===== src/rtl/video_frame_source_arbiter_if.sv =====
// Avalon-ST video stream bundle: pixel word plus SOP/EOP framing and valid/ready handshake.
interface video_frame_source_arbiter_if #(
    parameter int NumColourBits = 12
);
    logic [NumColourBits-1:0] data;
    logic                     startofpacket;
    logic                     endofpacket;
    logic                     valid;
    logic                     ready;

    modport master (output data, startofpacket, endofpacket, valid, input ready);
    modport slave  (input data, startofpacket, endofpacket, valid, output ready);
endinterface


===== src/rtl/video_frame_source_arbiter.sv =====
// Two-source Avalon-ST video arbiter that switches sources only on frame boundaries.
// Optional frame-length checking is enabled by defining FRAME_LENGTH_CHECK_EN.
module video_frame_source_arbiter #(
    parameter int NumPixels     = 640*480,
    parameter int NumColourBits = 12
) (
    input  logic                                clk,
    input  logic                                reset,
    input  logic                                sel,
    video_frame_source_arbiter_if.slave         src0,
    video_frame_source_arbiter_if.slave         src1,
    video_frame_source_arbiter_if.master        sink,
    output logic                                active_src,
    output logic                                frame_done,
    output logic                                frame_error
);
    localparam int W = $clog2(NumPixels + 1);

    typedef enum logic {ALIGN, STREAM} state_t;

    state_t                   state;
    logic [W-1:0]             count;

    logic [NumColourBits-1:0] a_data;
    logic                     a_sop, a_eop, a_valid, a_ready;
    logic                     hs;
    logic                     len_bad_eop, len_overrun;

    assign a_data  = active_src ? src1.data          : src0.data;
    assign a_sop   = active_src ? src1.startofpacket : src0.startofpacket;
    assign a_eop   = active_src ? src1.endofpacket   : src0.endofpacket;
    assign a_valid = active_src ? src1.valid         : src0.valid;

    assign sink.data          = a_data;
    assign sink.startofpacket = a_sop;
    assign sink.endofpacket   = a_eop;

    // While aligning, non-SOP beats are swallowed so the sink only ever sees whole frames.
    always_comb begin
        sink.valid = 1'b0;
        a_ready    = 1'b0;
        if (state == ALIGN) begin
            sink.valid = a_valid & a_sop;
            a_ready    = a_sop ? sink.ready : 1'b1;
        end else begin
            sink.valid = a_valid;
            a_ready    = sink.ready;
        end
        if (!reset) begin
            sink.valid = 1'b0;
            a_ready    = 1'b0;
        end
    end

    assign src0.ready = reset & (active_src  | a_ready);
    assign src1.ready = reset & (!active_src | a_ready);

    assign hs = sink.valid & sink.ready;

`ifdef FRAME_LENGTH_CHECK_EN
    logic [W:0] count_inc;
    assign count_inc   = {1'b0, count} + 1'b1;
    assign len_bad_eop = (count_inc != (W+1)'(NumPixels));
    assign len_overrun = (count_inc == (W+1)'(NumPixels));
`else
    assign len_bad_eop = 1'b0;
    assign len_overrun = 1'b0;
`endif

    always_ff @(posedge clk or negedge reset) begin
        if (!reset) begin
            state       <= ALIGN;
            active_src  <= 1'b0;
            count       <= '0;
            frame_done  <= 1'b0;
            frame_error <= 1'b0;
        end else begin
            frame_done <= 1'b0;
            case (state)
                ALIGN: begin
                    active_src <= sel;
                    if (hs) begin
                        if (a_eop) begin
                            frame_done <= 1'b1;
                            count      <= '0;
                            if (len_bad_eop) frame_error <= 1'b1;
                        end else begin
                            // Lock the owner for the frame that just started.
                            active_src <= active_src;
                            count      <= W'(1);
                            state      <= STREAM;
                        end
                    end
                end
                STREAM: begin
                    if (hs) begin
                        if (a_eop) begin
                            frame_done <= 1'b1;
                            count      <= '0;
                            state      <= ALIGN;
                            active_src <= sel;
                            if (len_bad_eop) frame_error <= 1'b1;
                        end else if (len_overrun) begin
                            // Frame ran past its nominal length: drop the rest until the next SOP.
                            frame_error <= 1'b1;
                            count       <= '0;
                            state       <= ALIGN;
                            active_src  <= sel;
                        end else if (count != '1) begin
                            count <= count + 1'b1;
                        end
                    end
                end
                default: state <= ALIGN;
            endcase
        end
    end
endmodule

===== src/flat_wrapper.sv =====
// flat-port wrapper written by rule: the top's interface ports become plain ports
module video_frame_source_arbiter_flat 
#(
    parameter int NumPixels     = 640*480,
    parameter int NumColourBits = 12
)
  (clk, reset, sel, active_src, frame_done, frame_error, src0_data, src0_startofpacket, src0_endofpacket, src0_valid, src0_ready, src1_data, src1_startofpacket, src1_endofpacket, src1_valid, src1_ready, sink_data, sink_startofpacket, sink_endofpacket, sink_valid, sink_ready);
  video_frame_source_arbiter_if #(.NumColourBits(NumColourBits)) src0_i ();
  video_frame_source_arbiter_if #(.NumColourBits(NumColourBits)) src1_i ();
  video_frame_source_arbiter_if #(.NumColourBits(NumColourBits)) sink_i ();
  input  logic clk;
  input  logic reset;
  input  logic sel;
  output logic active_src;
  output logic frame_done;
  output logic frame_error;
  input wire logic [$bits(src0_i.data)-1:0] src0_data;
  input wire logic [$bits(src0_i.startofpacket)-1:0] src0_startofpacket;
  input wire logic [$bits(src0_i.endofpacket)-1:0] src0_endofpacket;
  input wire logic [$bits(src0_i.valid)-1:0] src0_valid;
  output wire logic [$bits(src0_i.ready)-1:0] src0_ready;
  input wire logic [$bits(src1_i.data)-1:0] src1_data;
  input wire logic [$bits(src1_i.startofpacket)-1:0] src1_startofpacket;
  input wire logic [$bits(src1_i.endofpacket)-1:0] src1_endofpacket;
  input wire logic [$bits(src1_i.valid)-1:0] src1_valid;
  output wire logic [$bits(src1_i.ready)-1:0] src1_ready;
  output wire logic [$bits(sink_i.data)-1:0] sink_data;
  output wire logic [$bits(sink_i.startofpacket)-1:0] sink_startofpacket;
  output wire logic [$bits(sink_i.endofpacket)-1:0] sink_endofpacket;
  output wire logic [$bits(sink_i.valid)-1:0] sink_valid;
  input wire logic [$bits(sink_i.ready)-1:0] sink_ready;
  assign src0_i.data = src0_data;
  assign src0_i.startofpacket = src0_startofpacket;
  assign src0_i.endofpacket = src0_endofpacket;
  assign src0_i.valid = src0_valid;
  assign src0_ready = src0_i.ready;
  assign src1_i.data = src1_data;
  assign src1_i.startofpacket = src1_startofpacket;
  assign src1_i.endofpacket = src1_endofpacket;
  assign src1_i.valid = src1_valid;
  assign src1_ready = src1_i.ready;
  assign sink_data = sink_i.data;
  assign sink_startofpacket = sink_i.startofpacket;
  assign sink_endofpacket = sink_i.endofpacket;
  assign sink_valid = sink_i.valid;
  assign sink_i.ready = sink_ready;
  video_frame_source_arbiter #(.NumPixels(NumPixels), .NumColourBits(NumColourBits)) u_core (.clk(clk), .reset(reset), .sel(sel), .src0(src0_i), .src1(src1_i), .sink(sink_i), .active_src(active_src), .frame_done(frame_done), .frame_error(frame_error));
endmodule

===== config.mk =====
export PLATFORM = sky130hd
export DESIGN_NAME = video_frame_source_arbiter_flat
export DESIGN_NICKNAME = d
export VERILOG_FILES = /design/src/rtl/video_frame_source_arbiter_if.sv /design/src/rtl/video_frame_source_arbiter.sv /design/src/flat_wrapper.sv
export SDC_FILE = /design/constraint.sdc
export NUM_CORES = 1
export LEC_CHECK = 0
export ABC_AREA = 0
export ABC_CLOCK_PERIOD_IN_PS = 3800
export CORE_MARGIN = 1
export CORE_UTILIZATION = 25
export CTS_CLUSTER_DIAMETER = 200
export DETAILED_ROUTE_END_ITERATION = 10
export PLACE_DENSITY_LB_ADDON = 0.25
export SETUP_SLACK_MARGIN = 0.4
export SYNTH_ARGS = -nofsm -noshare
export SYNTH_HDL_FRONTEND = slang
export SYNTH_SLANG_ARGS = --single-unit

===== constraint.sdc =====
create_clock -name clk -period 3.8 [get_ports clk]
set_clock_uncertainty 0.05 [all_clocks]
set_input_delay 0.57 -clock clk [delete_from_list [all_inputs] [get_ports clk]]
set_output_delay 0.57 -clock clk [all_outputs]
set_load 0.01 [all_outputs]

---- Word-level counts from Yosys, hierarchy flattened ----
Cells that the tools add are included.
cells by class
  equal/unequal tests ..................... 1
  mux-type cells .......................... 19
  bitwise logic cells ..................... 7
  reductions and logical operators ........ 1
operators with widths
  cell                                          count
  1-bit two-way mux                             16
  12-bit two-way mux                            1
  1-bit AND                                     4
  1-bit one-hot mux with 2 select lines         2
  2-bit inequality test, second input constant  1
  1-bit bitwise OR                              2
  1-bit zero test                               1
  1-bit inverter                                1
word-level totals
  register bits ........................... 3
  input port bits ......................... 34
  output and inout bits ................... 20

---- Depth between registers and ports, before layout ----
  word-level depth ........................ 7
  gate-level depth with buffers ........... 4
  gate-level depth less buffers ........... 3

---- Worst setup path before layout ----
No wires, ideal clock.
  path kind ............................... reg2out
  from .................................... register u_core.active_src
  to ...................................... output sink_data[0]
  arrival time ............................ 1.257 ns
  slack ................................... 1.923 ns
  stages on the path, launching flop included .. 4
  path buffers ............................ 2
  cell sequence ........................... dfrtp_1 -> buf_6 -> clkbuf_1 -> mux2_2
between the ends
  longest elaborated chain between the ends .. 1
ends and longest elaborated chain
  element                 line                               source
  start, declared         video_frame_source_arbiter.sv:13   output logic active_src,
  start signal, assigned  video_frame_source_arbiter.sv:81   active_src <= sel;
  start signal, assigned  video_frame_source_arbiter.sv:89   active_src <= active_src;
  start signal, assigned  video_frame_source_arbiter.sv:101  active_src <= sel;
  12-bit two-way mux      video_frame_source_arbiter.sv:29   assign a_data = active_src ? src1.data : src0.data;
  end, declared           flat_wrapper.sv:27                 output wire logic [$bits(sink_i.data)-1:0] sink_data;
No other way between the ends.

---- Final worst setup path ----
  from .................................... register u_core.active_src
  to ...................................... output src1_ready
between the ends
  longest elaborated chain between the ends .. 6
ends and longest elaborated chain
  element               line                              source
  1-bit two-way mux     video_frame_source_arbiter.sv:30  assign a_sop = active_src ? src1.startofpacket : src0.startofpacket;
  1-bit two-way mux     video_frame_source_arbiter.sv:44  a_ready = a_sop ? sink.ready : 1'b1;
  1-bit two-way mux     video_frame_source_arbiter.sv:42  if (state == ALIGN) begin
  1-bit two-way mux     video_frame_source_arbiter.sv:49  if (!reset) begin
  1-bit bitwise OR (*)  video_frame_source_arbiter.sv:56  assign src1.ready = reset & (!active_src | a_ready);
  1-bit AND (*)         video_frame_source_arbiter.sv:56
  end, declared         flat_wrapper.sv:26                output wire logic [$bits(src1_i.ready)-1:0] src1_ready;
Mark *: on every way between the ends. The rest lies on a longest branch, timed or not.

==> out/results.ini <==
[finish]
nNetsFinal = 124
utilization_pct = 68.12
drive_gt1_share_pct = 21.35
fill_cells = 119
final_cell_mix = 52 x clkdlybuf4s50_1, 13 x mux2_2, 3 x mux2i_1, 3 x dfrtp_1, 3 x clkbuf_4
final_common_cell = clkdlybuf4s50_1
area_delta_synth_final_pct = 144.2
n_antenna_cell = 0
stdcell_count = 104
final_area_um2 = 919.6

[global_routing]
grt_max_degree = 21
grt_overflow = 0
gr-usage-all-layers_pct = 17.26
grt_pass1_wl_mm = 1.897
grt_pass1_vias = 460
antenna_found_initial = 0

[logic_synthesis]
synth_cell_types = 16
syn_area_um2 = 376.6
yosysTopAreaCell = mux2_2
synth_seq_cells = 3
avgSynthCellArea_um2 = 10.46
syn_nets = 70
yosys.area.top_type_share_pct = 38.87
yosysSeqAreaShare_pct = 19.93
synthTopCellsByArea = mux2_2 39%, dfrtp_1 20%, mux2i_1 8.0%, mux2_4 8.0%, o31a_1 4.7%
yosysWarningCount = 0
synth_cells = 36

[status]
status = finished, final reports clean

[setup_path]
r2r_slack_ns = 1.87
required_ns = 3.18
cp_data_arrival_time_ns = 2.25
end_kind = primary output
critical_path.startpoint_type = register
path_max_fanout = 20
reg2reg_from = u_core.active_src
path_class = reg -> out
reg2reg_depth = 3

[routing]
wirelength_mm = 1.290
post_drt_wl_per_cell_um = 12.40
ant_nets = 0
vias = 489
viasPerCell = 4.702
first_pass_iters = 2
first_iter_violations = 6
route.detailed.drc = 0

[place]
gp_congestion = 0.6870
portBuffers = 52
dp_cells = 100
place_hpwl_mm = 1.091
dpl-instance-area_um2 = 893.4
pre_cts_ws_ns = 1.086

[power_and_ir_drop]
intPower_mw = 0.2941
p_per_area_nw_per_um2 = 483.3
ir_drop_uv = 204.1
power_mw = 0.4445
clkPwrFrac_pct = 12.7
seq_power_share_pct = 19.5
p_leak_nw = 0.3710
power_frac_comb_pct = 67.8
switching_share_pct = 33.84
switchingPower_mw = 0.1504

[sta]
fmax_mhz = 348.4
hold_viol = 0
rsz0062_at_grt = no
finalCriticalPeriod_ns = 2.870
finalSetupViolCount = 0
setup_slack_ns = 0.9298
drv_slew = 0
hold_slack_ns = 0.5249
slew-limit-headroom_pct = 51.80
finalCritPeriodShare_pct = 75.53
tightest_slew_ns = 0.7230
tns_ns = 0

[floorplanning]
coreArea_um2 = 1350
die_w_um = 40.81
num_rows = 13
boundaryPins = 54
die_y_um = 40.81
start_util_pct = 27.90
design.die.area_um2 = 1665

[flow_run]
drv_cap = 0

[clock_network]
cts_tree = built
cts.path.max_buffers = 2
cts_buffers = 3
clk_latency_ns = 0.23
clockRootBuffer = clkbuf_4
htree_levels = 1
ctsHoldBuffers = 0
clk_pin_slew_ns = 0.04
cts.repair.resized = 0
numClockSinks = 3
post_cts_buffers = 0

[hold_path]
holdCritPathClass = in -> async

[cell type report]
type	count	area [um^2]	share of cell area, %
clock buffers	4	26.28	2.857
multi-input cells	28	271.5	29.52
inverters	2	7.507	0.8163
well taps	15	18.77	2.041
repair buffers	52	520.5	56.60
flip-flops and latches	3	75.07	8.163
[cell families (layout without fill, tap and decap cells)]
logic type / count (synthesis) / count (layout) / synth area share, %
compound gates: 4 / 4 / 9.968
buf+inv: 5 / 58 / 7.974
other cells: 1 / 1 / 0.9957
flops: 3 / 3 / 19.93
mux: 18 / 18 / 54.82
simple gates: 5 / 5 / 6.314
[layer usage]
| metal | vias to the layer above | share of wire [%] | GRT usage (%) |
|---|---|---|---|
| met4 | 0 | 0 | 5.000 |
| met1 | 219 | 36 | 16.23 |
| met3 | 0 | 13 | 8.696 |
| li1 | 234 | - | - |
| met2 | 36 | 50 | 32.03 |
| met5 | - | 0 | 0 |
[worst max-delay path by stage]
stage | start | end | slack (ns) | cells past startpoint
after floorplan | u_core.active_src | sink_data[0] | 1.92 | 3
after global placement | src0_startofpacket | src1_ready | 1.12 | 5
after detailed placement | src0_startofpacket | src1_ready | 1.09 | 5
after CTS | u_core.active_src | src1_ready | 0.91 | 4
after global routing | u_core.active_src | src1_ready | 0.80 | 4
final | u_core.active_src | src1_ready | 0.93 | 4
[cell usage after synthesis]
library cell and count:
o2111a_2 1, conb_1 1, nand2b_1 1, buf_6 1
inv_1 2, clkbuf_1 1, mux2_2 13, mux2_4 2
a22oi_1 1, dfrtp_1 3, mux2i_1 3, buf_4 1
and2_1 1, o31a_1 2, nor2_1 2, nand2_1 1
[power groups by stage]
stage / sequential (mW) / clock (mW) / combinational [mW]
6_report: 0.0865 / 0.0564 / 0.302
5_1_grt: 0.0918 / 0.0632 / 0.323
4_1_cts: 0.0886 / 0.0583 / 0.305
3_5_place_dp: 0.0892 / 0 / 0.302
3_3_place_gp: 0.0885 / 0 / 0.298
2_1_floorplan: 0.0568 / 0 / 0.182
[worst max-delay path, cell delays in order (launching register included)]
cell             delay [ns]
dfrtp_1                0.80
mux2_4                 0.36
nor2_1                 0.17
o31a_1                 0.15
clkdlybuf4s50_1        0.53
Note: power is estimated with default switching activity, not from simulation.
